**src/rtl/mem_arb_pkg.sv**
```systemverilog
// Shared types and defaults for the IF/D single-port memory arbiter.
package mem_arb_pkg;

    typedef enum logic [1:0] {
        ARB_IDLE   = 2'd0,
        ARB_ACCESS = 2'd1,
        ARB_RESP   = 2'd2
    } arb_state_t;

    typedef enum logic {
        OWN_IF = 1'b0,
        OWN_D  = 1'b1
    } arb_owner_t;

    localparam int MEM_LAT_DEFAULT = 3;

endpackage

```
**src/rtl/mem_wait_counter.sv**
```systemverilog
// Loadable down-counter that times the memory access window; saturates at zero.
module mem_wait_counter #(
    parameter int CNT_W = 4
) (
    input  logic             clock,
    input  logic             reset,
    input  logic             load,
    input  logic [CNT_W-1:0] load_val,
    input  logic             dec,
    output logic             zero
);

    logic [CNT_W-1:0] cnt;

    // NOTE: clocked state is always assigned with <= so every flop samples pre-edge values.
    always_ff @(posedge clock or negedge reset) begin
        if (!reset) begin
            cnt <= '0;
        end else if (load) begin
            cnt <= load_val;
        end else if (dec && cnt != '0) begin
            cnt <= cnt - 1'b1;
        end
    end

    assign zero = (cnt == '0);

endmodule

```
**src/rtl/mem_port_arbiter.sv**
```systemverilog
// Arbitrates the shared instruction/data memory between the fetch and load/store paths.
// Define MEM_ARB_RR_EN for round-robin tie breaking; the default is fixed D-over-IF priority.
module mem_port_arbiter
    import mem_arb_pkg::*;
#(
    parameter int MEM_LAT = MEM_LAT_DEFAULT,
    parameter int ADDR_W  = 32,
    parameter int DATA_W  = 32
) (
    input  logic              clock,
    input  logic              reset,
    input  logic              if_req,
    input  logic [ADDR_W-1:0] if_addr,
    output logic              if_done,
    output logic [DATA_W-1:0] if_rdata,
    input  logic              d_req,
    input  logic              d_we,
    input  logic [ADDR_W-1:0] d_addr,
    input  logic [DATA_W-1:0] d_wdata,
    output logic              d_done,
    output logic [DATA_W-1:0] d_rdata,
    output logic [ADDR_W-1:0] mem_addr,
    output logic              mem_wr,
    output logic [DATA_W-1:0] mem_wdata,
    input  logic [DATA_W-1:0] mem_rdata,
    output logic              busy,
    output logic [1:0]        state_out
);

    localparam int             CNT_W  = 4;
    localparam logic [CNT_W-1:0] LAT_M1 = CNT_W'(MEM_LAT - 1);

    arb_state_t state;
    arb_owner_t owner;
    logic       grant_d;
    logic       accept;
    logic       cnt_zero;

    assign accept    = (state == ARB_IDLE) && (if_req || d_req);
    assign state_out = state;

`ifdef MEM_ARB_RR_EN
    arb_owner_t last_owner;

    // NOTE: combinational blocks assign a default first so no path can infer a latch.
    always_comb begin
        grant_d = d_req;
        if (d_req && if_req) begin
            grant_d = (last_owner == OWN_IF);
        end
    end

    // Reset to D so that the very first tie goes to the fetch path.
    always_ff @(posedge clock or negedge reset) begin
        if (!reset) begin
            last_owner <= OWN_D;
        end else if (accept) begin
            last_owner <= grant_d ? OWN_D : OWN_IF;
        end
    end
`else
    assign grant_d = d_req;
`endif

    mem_wait_counter #(.CNT_W(CNT_W)) u_wait (
        .clock    (clock),
        .reset    (reset),
        .load     (accept),
        .load_val (LAT_M1),
        .dec      (state == ARB_ACCESS),
        .zero     (cnt_zero)
    );

    always_ff @(posedge clock or negedge reset) begin
        if (!reset) begin
            state     <= ARB_IDLE;
            owner     <= OWN_IF;
            mem_addr  <= '0;
            mem_wr    <= 1'b0;
            mem_wdata <= '0;
            if_done   <= 1'b0;
            d_done    <= 1'b0;
            if_rdata  <= '0;
            d_rdata   <= '0;
            busy      <= 1'b0;
        end else begin
            if_done <= 1'b0;
            d_done  <= 1'b0;
            case (state)
                ARB_IDLE: begin
                    mem_wr <= 1'b0;
                    if (accept) begin
                        state <= ARB_ACCESS;
                        busy  <= 1'b1;
                        if (grant_d) begin
                            owner     <= OWN_D;
                            mem_addr  <= d_addr;
                            mem_wdata <= d_wdata;
                            mem_wr    <= d_we;
                        end else begin
                            owner    <= OWN_IF;
                            mem_addr <= if_addr;
                            mem_wr   <= 1'b0;
                        end
                    end
                end
                ARB_ACCESS: begin
                    // mem_wr doubles as the latched write-enable of the current owner.
                    if (cnt_zero) begin
                        state  <= ARB_RESP;
                        mem_wr <= 1'b0;
                        if (owner == OWN_D) begin
                            d_done <= 1'b1;
                            if (!mem_wr) d_rdata <= mem_rdata;
                        end else begin
                            if_done  <= 1'b1;
                            if_rdata <= mem_rdata;
                        end
                    end
                end
                ARB_RESP: begin
                    state <= ARB_IDLE;
                    busy  <= 1'b0;
                end
                default: begin
                    state  <= ARB_IDLE;
                    busy   <= 1'b0;
                    mem_wr <= 1'b0;
                end
            endcase
        end
    end

endmodule
```
**config.mk**
```make
export PLATFORM = sky130hd
export DESIGN_NAME = mem_port_arbiter
export DESIGN_NICKNAME = d
export VERILOG_FILES = /design/src/rtl/mem_arb_pkg.sv /design/src/rtl/mem_wait_counter.sv /design/src/rtl/mem_port_arbiter.sv
export SDC_FILE = /design/constraint.sdc
export NUM_CORES = 1
export LEC_CHECK = 0
export CAP_MARGIN = 20
export CORE_ASPECT_RATIO = 1.2
export CORE_MARGIN = 5
export CORE_UTILIZATION = 45
export CTS_CLUSTER_DIAMETER = 40
export DETAILED_ROUTE_END_ITERATION = 8
export PLACE_DENSITY = 0.84
export SETUP_SLACK_MARGIN = 0.5
export SYNTH_ARGS = -nofsm -noshare
export SYNTH_HDL_FRONTEND = slang
export SYNTH_SLANG_ARGS = --single-unit
```
**constraint.sdc**
```tcl
create_clock -name clock -period 3.55 [get_ports clock]
set_input_delay 0.355 -clock clock [delete_from_list [all_inputs] [get_ports clock]]
set_output_delay 0.355 -clock clock [all_outputs]
set_load 0.005 [all_outputs]
```
Word-level counts from Yosys, hierarchy flattened
Cells that the tools add are included.

$add $sub $neg: 1. Eq/ne operators: 4. Muxes and demuxes: 19. Bitwise logic cells: 4. Reductions and logical operators: 14.

Operators with widths (count): $mux W32 (1); $mux W1 (11); $mux W4 (2); $reduce_and A2 Y1 (4); $reduce_and A3 Y1 (2); $logic_not A4 Y1 (1); $mux W2 (2); $ne A2 B2 Y1 const B (2); $not A1 Y1 (4); $pmux W2 S2 (1); $reduce_and A4 Y1 (1); $reduce_bool A4 Y1 (1); $sub A4 B1 Y4 const B (1); $pmux W1 S3 (1); $eq A2 B1 Y1 const B (1); $eq A2 B2 Y1 const B (1); $logic_and A1 B1 Y1 (2); $logic_not A2 Y1 (1); $pmux W1 S2 (1); $reduce_bool A2 Y1 (1); $logic_or A1 B1 Y1 (1).

Register bits after elaboration: 139. Input port bits: 133. Output and inout port bits: 134.

Logic depth before layout (Yosys ltp)
Depth in word-level cells: 4. Gate-level depth with buffers: 7. Mapped depth without buffers: 5.

Cells and area by module
A second synthesis with hierarchy kept.

Cells, all modules: 363. Area total of the unflattened synthesis: 6039.5 sq um.

Modules (own cells, without submodules): mem_port_arbiter (instances 1, cells an instance 336, area each 5769.3 sq um, sequential area each 3378.2 sq um); mem_wait_counter (instances 1, cells an instance 27, area each 270.3 sq um, sequential area each 100.1 sq um).

Worst setup path after synthesis
No wires, ideal clock.

Path type: register to register. Start point: register u_wait.cnt[0]. End point: register d_rdata[0]. Data arrival time: 1766 ps. Required time: 3425 ps. Slack: 1659 ps. Stages on the path, launching flop included: 8. Buffers on the path: 2. Period minus slack after synthesis: 1891 ps. Cells stage by stage: dfrtp_1 inv_1 ha_1 nand2b_1 or4_4 buf_6 buf_12 mux2_4.

Cells in the longest elaborated chain, start to end: 2.

RTL lines: start: declaration (line mem_wait_counter.sv:13) `logic [CNT_W-1:0] cnt;`; start signal: assignment (line mem_wait_counter.sv:20) `cnt <= load_val;`; start signal: assignment (line mem_wait_counter.sv:22) `cnt <= cnt - 1'b1;`; $logic_not A4 Y1 (line mem_wait_counter.sv:26) `assign zero = (cnt == '0);`; $reduce_and A4 Y1 (no line); end signal: assignment (line mem_port_arbiter.sv:114) `if (!mem_wr) d_rdata <= mem_rdata;`; end: declaration (line mem_port_arbiter.sv:21) `output logic [DATA_W-1:0] d_rdata,`.

No other way between the ends. A chain may end at the register's enable or synchronous reset.

Worst setup path in the final report
Start point: register u_wait.cnt[0]. End point: register d_rdata[15].

The elaborated chain is that of the path after synthesis.

==> metrics.txt <==
status complete, no violations; deepest level of the CTS H-tree 4; Ys Warns 0; clk_lat worst skew 0.40 ns; Initial DRT Pass Iterations 4; # DRC 0; CTS tree yes; Via density 5.05; hpwl dp 11100 um; Hold Buf Count CTS 0; Slew Limit Fails 0; Initial Util 45.7%; detailed-route wire length 15400 um; Hold Path Class in -> async; Fin Clk Skew 0.00755 ns; global-route wire length before repair 24100 um; syn_nets 531; max frequency 465 MHz; post-route minimum period 2.15 ns; Mapped Area 0.00577 sq mm; Clock Pin Slew Worst Setup and Hold Paths 0.06 ns; worst path arrival time 2.43 ns; Crit Path Class reg -> reg; Post-Synth Adder-Cell Area 0.217%; Worst VDD drop 385 uV; antenna violations before repair 0; pre-CTS setup slack 1.14 ns; Resized cells post-CTS 0; IO Port Bufs 266; post-synthesis mux area share 26.8%; crit path capture type flop; Clock Root Buffer clkbuf_16; area occupied by multi-input gates 0.00208 sq mm; Leak 3.98 nW; Layout fillers 854; Die Height 134 um; gpl congestion 0.803; Synth Flop Type dfrtp_1; layout cell share with drive strength beyond 1 20.9%; Die ar. 0.0152 sq mm; data required time of the critical path 3.83 ns; Post-CTS Setup Bufs 0; Compound-Gate Fraction of Synth Area 6.66%; DIE WIDTH 113 um; row cnt 45; Tot GR Track Use 20.2%; Setup TNS 0 ns; cell count after synthesis 397; Post-synth ARST share 100%; total core area 0.0126 sq mm; max-cap violations 0; Distinct cells, synth 31; Routed wire per std cell 18.4 um; post-synthesis sequential area ratio 60.3%; Yosys reg bits 139; placed cell count 803; unrepaired setup endpoints after global routing false; worst slew pin tran 1.05 ns; worst rel slew slack 30.0%; Longest Clk Path Bufs 2; # diodes 0; total gr overflow 0; largest family of logic cells by synthesized area multiplexers; commonest non-fill, non-tap cell in the layout clkdlybuf4s50_1; crit share post-route 60.6%; pwr dens 886 mW/mm^2; Post-Synth Simple-Gate Area 2.32%; Final setup viols 0; largest net degree at the start of global routing 121; cts bufs inserted 17; Setup crit start kind flop; Vias 4232; Detail Route Antenna Nets 0; clk sinks 139; setup ws final 1.40 ns; vias in the first global route 4638; Final Hold Viols 0; Post-synth EDFFs 0; commonest cells after routing, fill and taps aside clkdlybuf4s50_1, dfrtp_1, mux2_2; drt initial violations 191; xor and xnor area share after synthesis 0%; Top-Level Pins 267; syn_area_per_cell 14.5 sq um; Total Nets Final 796; final non-filler cell total 838; storage element area 0.00348 sq mm; Area Growth Syn to Fin 58.9%; critical path peak fanout 32
metrics by stage:
| step | utilization [%] | area [sq um] | total power, mW | hold slack, ns |
|---|---|---|---|---|
| after detailed placement | 67.1 | 8460 | 6.25 | 0.483 |
| after global placement | 67.1 | 8460 | 6.12 | 0.480 |
| final | 72.6 | 9160 | 8.12 | 0.472 |
| after global routing | 72.6 | 9160 | 8.58 | 0.515 |
| after floorplan | - | 5770 | 4.22 | 0.0594 |
| after CTS | 72.1 | 9090 | 8.19 | 0.163 |
flip-flops by register name (all words and copies together) (netlist names):
register    count
d_rdata        32
u_wait.cnt      4
mem_addr       32
d_done          1
state_out       2
busy            1
mem_wdata      32
if_done         1
mem_wr          1
owner           1
if_rdata       32
power breakdown:
part           internal (mW)  leakage, nW  switching [mW]
Clock                   1.20        0.297           0.675
Combinational           2.26         2.02            1.14
Sequential              2.39         1.66           0.452
synthesized netlist by cell type, types with 2 or more instances:
cell type | instances | area, sq um
buf_6 | 5 | 56.3
o21ai_0 | 57 | 285
nand2b_1 | 2 | 12.5
buf_1 | 2 | 7.51
mux2_2 | 67 | 754
o21ai_1 | 13 | 65.1
nor2_1 | 3 | 11.3
buf_12 | 3 | 60.1
and2_1 | 2 | 12.5
dfrtp_1 | 139 | 3480
inv_1 | 6 | 22.5
or4_4 | 2 | 22.5
buf_2 | 4 | 20.0
mux2_4 | 30 | 450
clkbuf_1 | 12 | 45.0
mux2i_1 | 34 | 340
a21oi_1 | 2 | 10.0
final cells by class:
type                            count  area share, %
Tap cell                          164           2.24
Timing Repair Buffer              272           29.9
Clock buffer                       19           4.84
Sequential cell                   139           38.0
Inverter                            6          0.246
Multi-Input combinational cell    226           22.7
Clock inverter                     12           2.04
critical path: stages (launching register included):
cell and delay (ns):
dfrtp_1 0.40, inv_1 0.06, ha_1 0.19, nand2b_1 0.14, or4_4 0.81, mux2_4 0.40
final timing paths:
path | cells after the start | slack [ns] | start | to
max in group asynchronous | 4 | 2.04 | reset | mem_addr[25]
max | 5 | 1.40 | u_wait.cnt[0] | d_rdata[15]
min reg2reg | 2 | 0.50 | mem_addr[24] | mem_addr[24]
min | 2 | 0.47 | reset | d_rdata[23]
max reg2reg | 5 | 1.40 | u_wait.cnt[0] | d_rdata[15]
min in group clock | 2 | 0.50 | mem_addr[24] | mem_addr[24]
cells by family after synthesis:
kind of cell	count (synthesis)
AO/OA/AOI/OAI	75
AND/OR/NAND/NOR	19
buffers and inverters	32
flip-flops	139
adder cells (fa/ha/maj)	1
multiplexers	131
routing by layer:
layer  GRT usage, %  up-vias  share of wire (%)
li1               -     1939                  -
met1           23.0     2071                 38
met2           34.9      190                 52
met3           6.32       32                7.6
met4           8.35        0                2.6
met5              0        -                  0
Power figures use the tool's default switching activity.
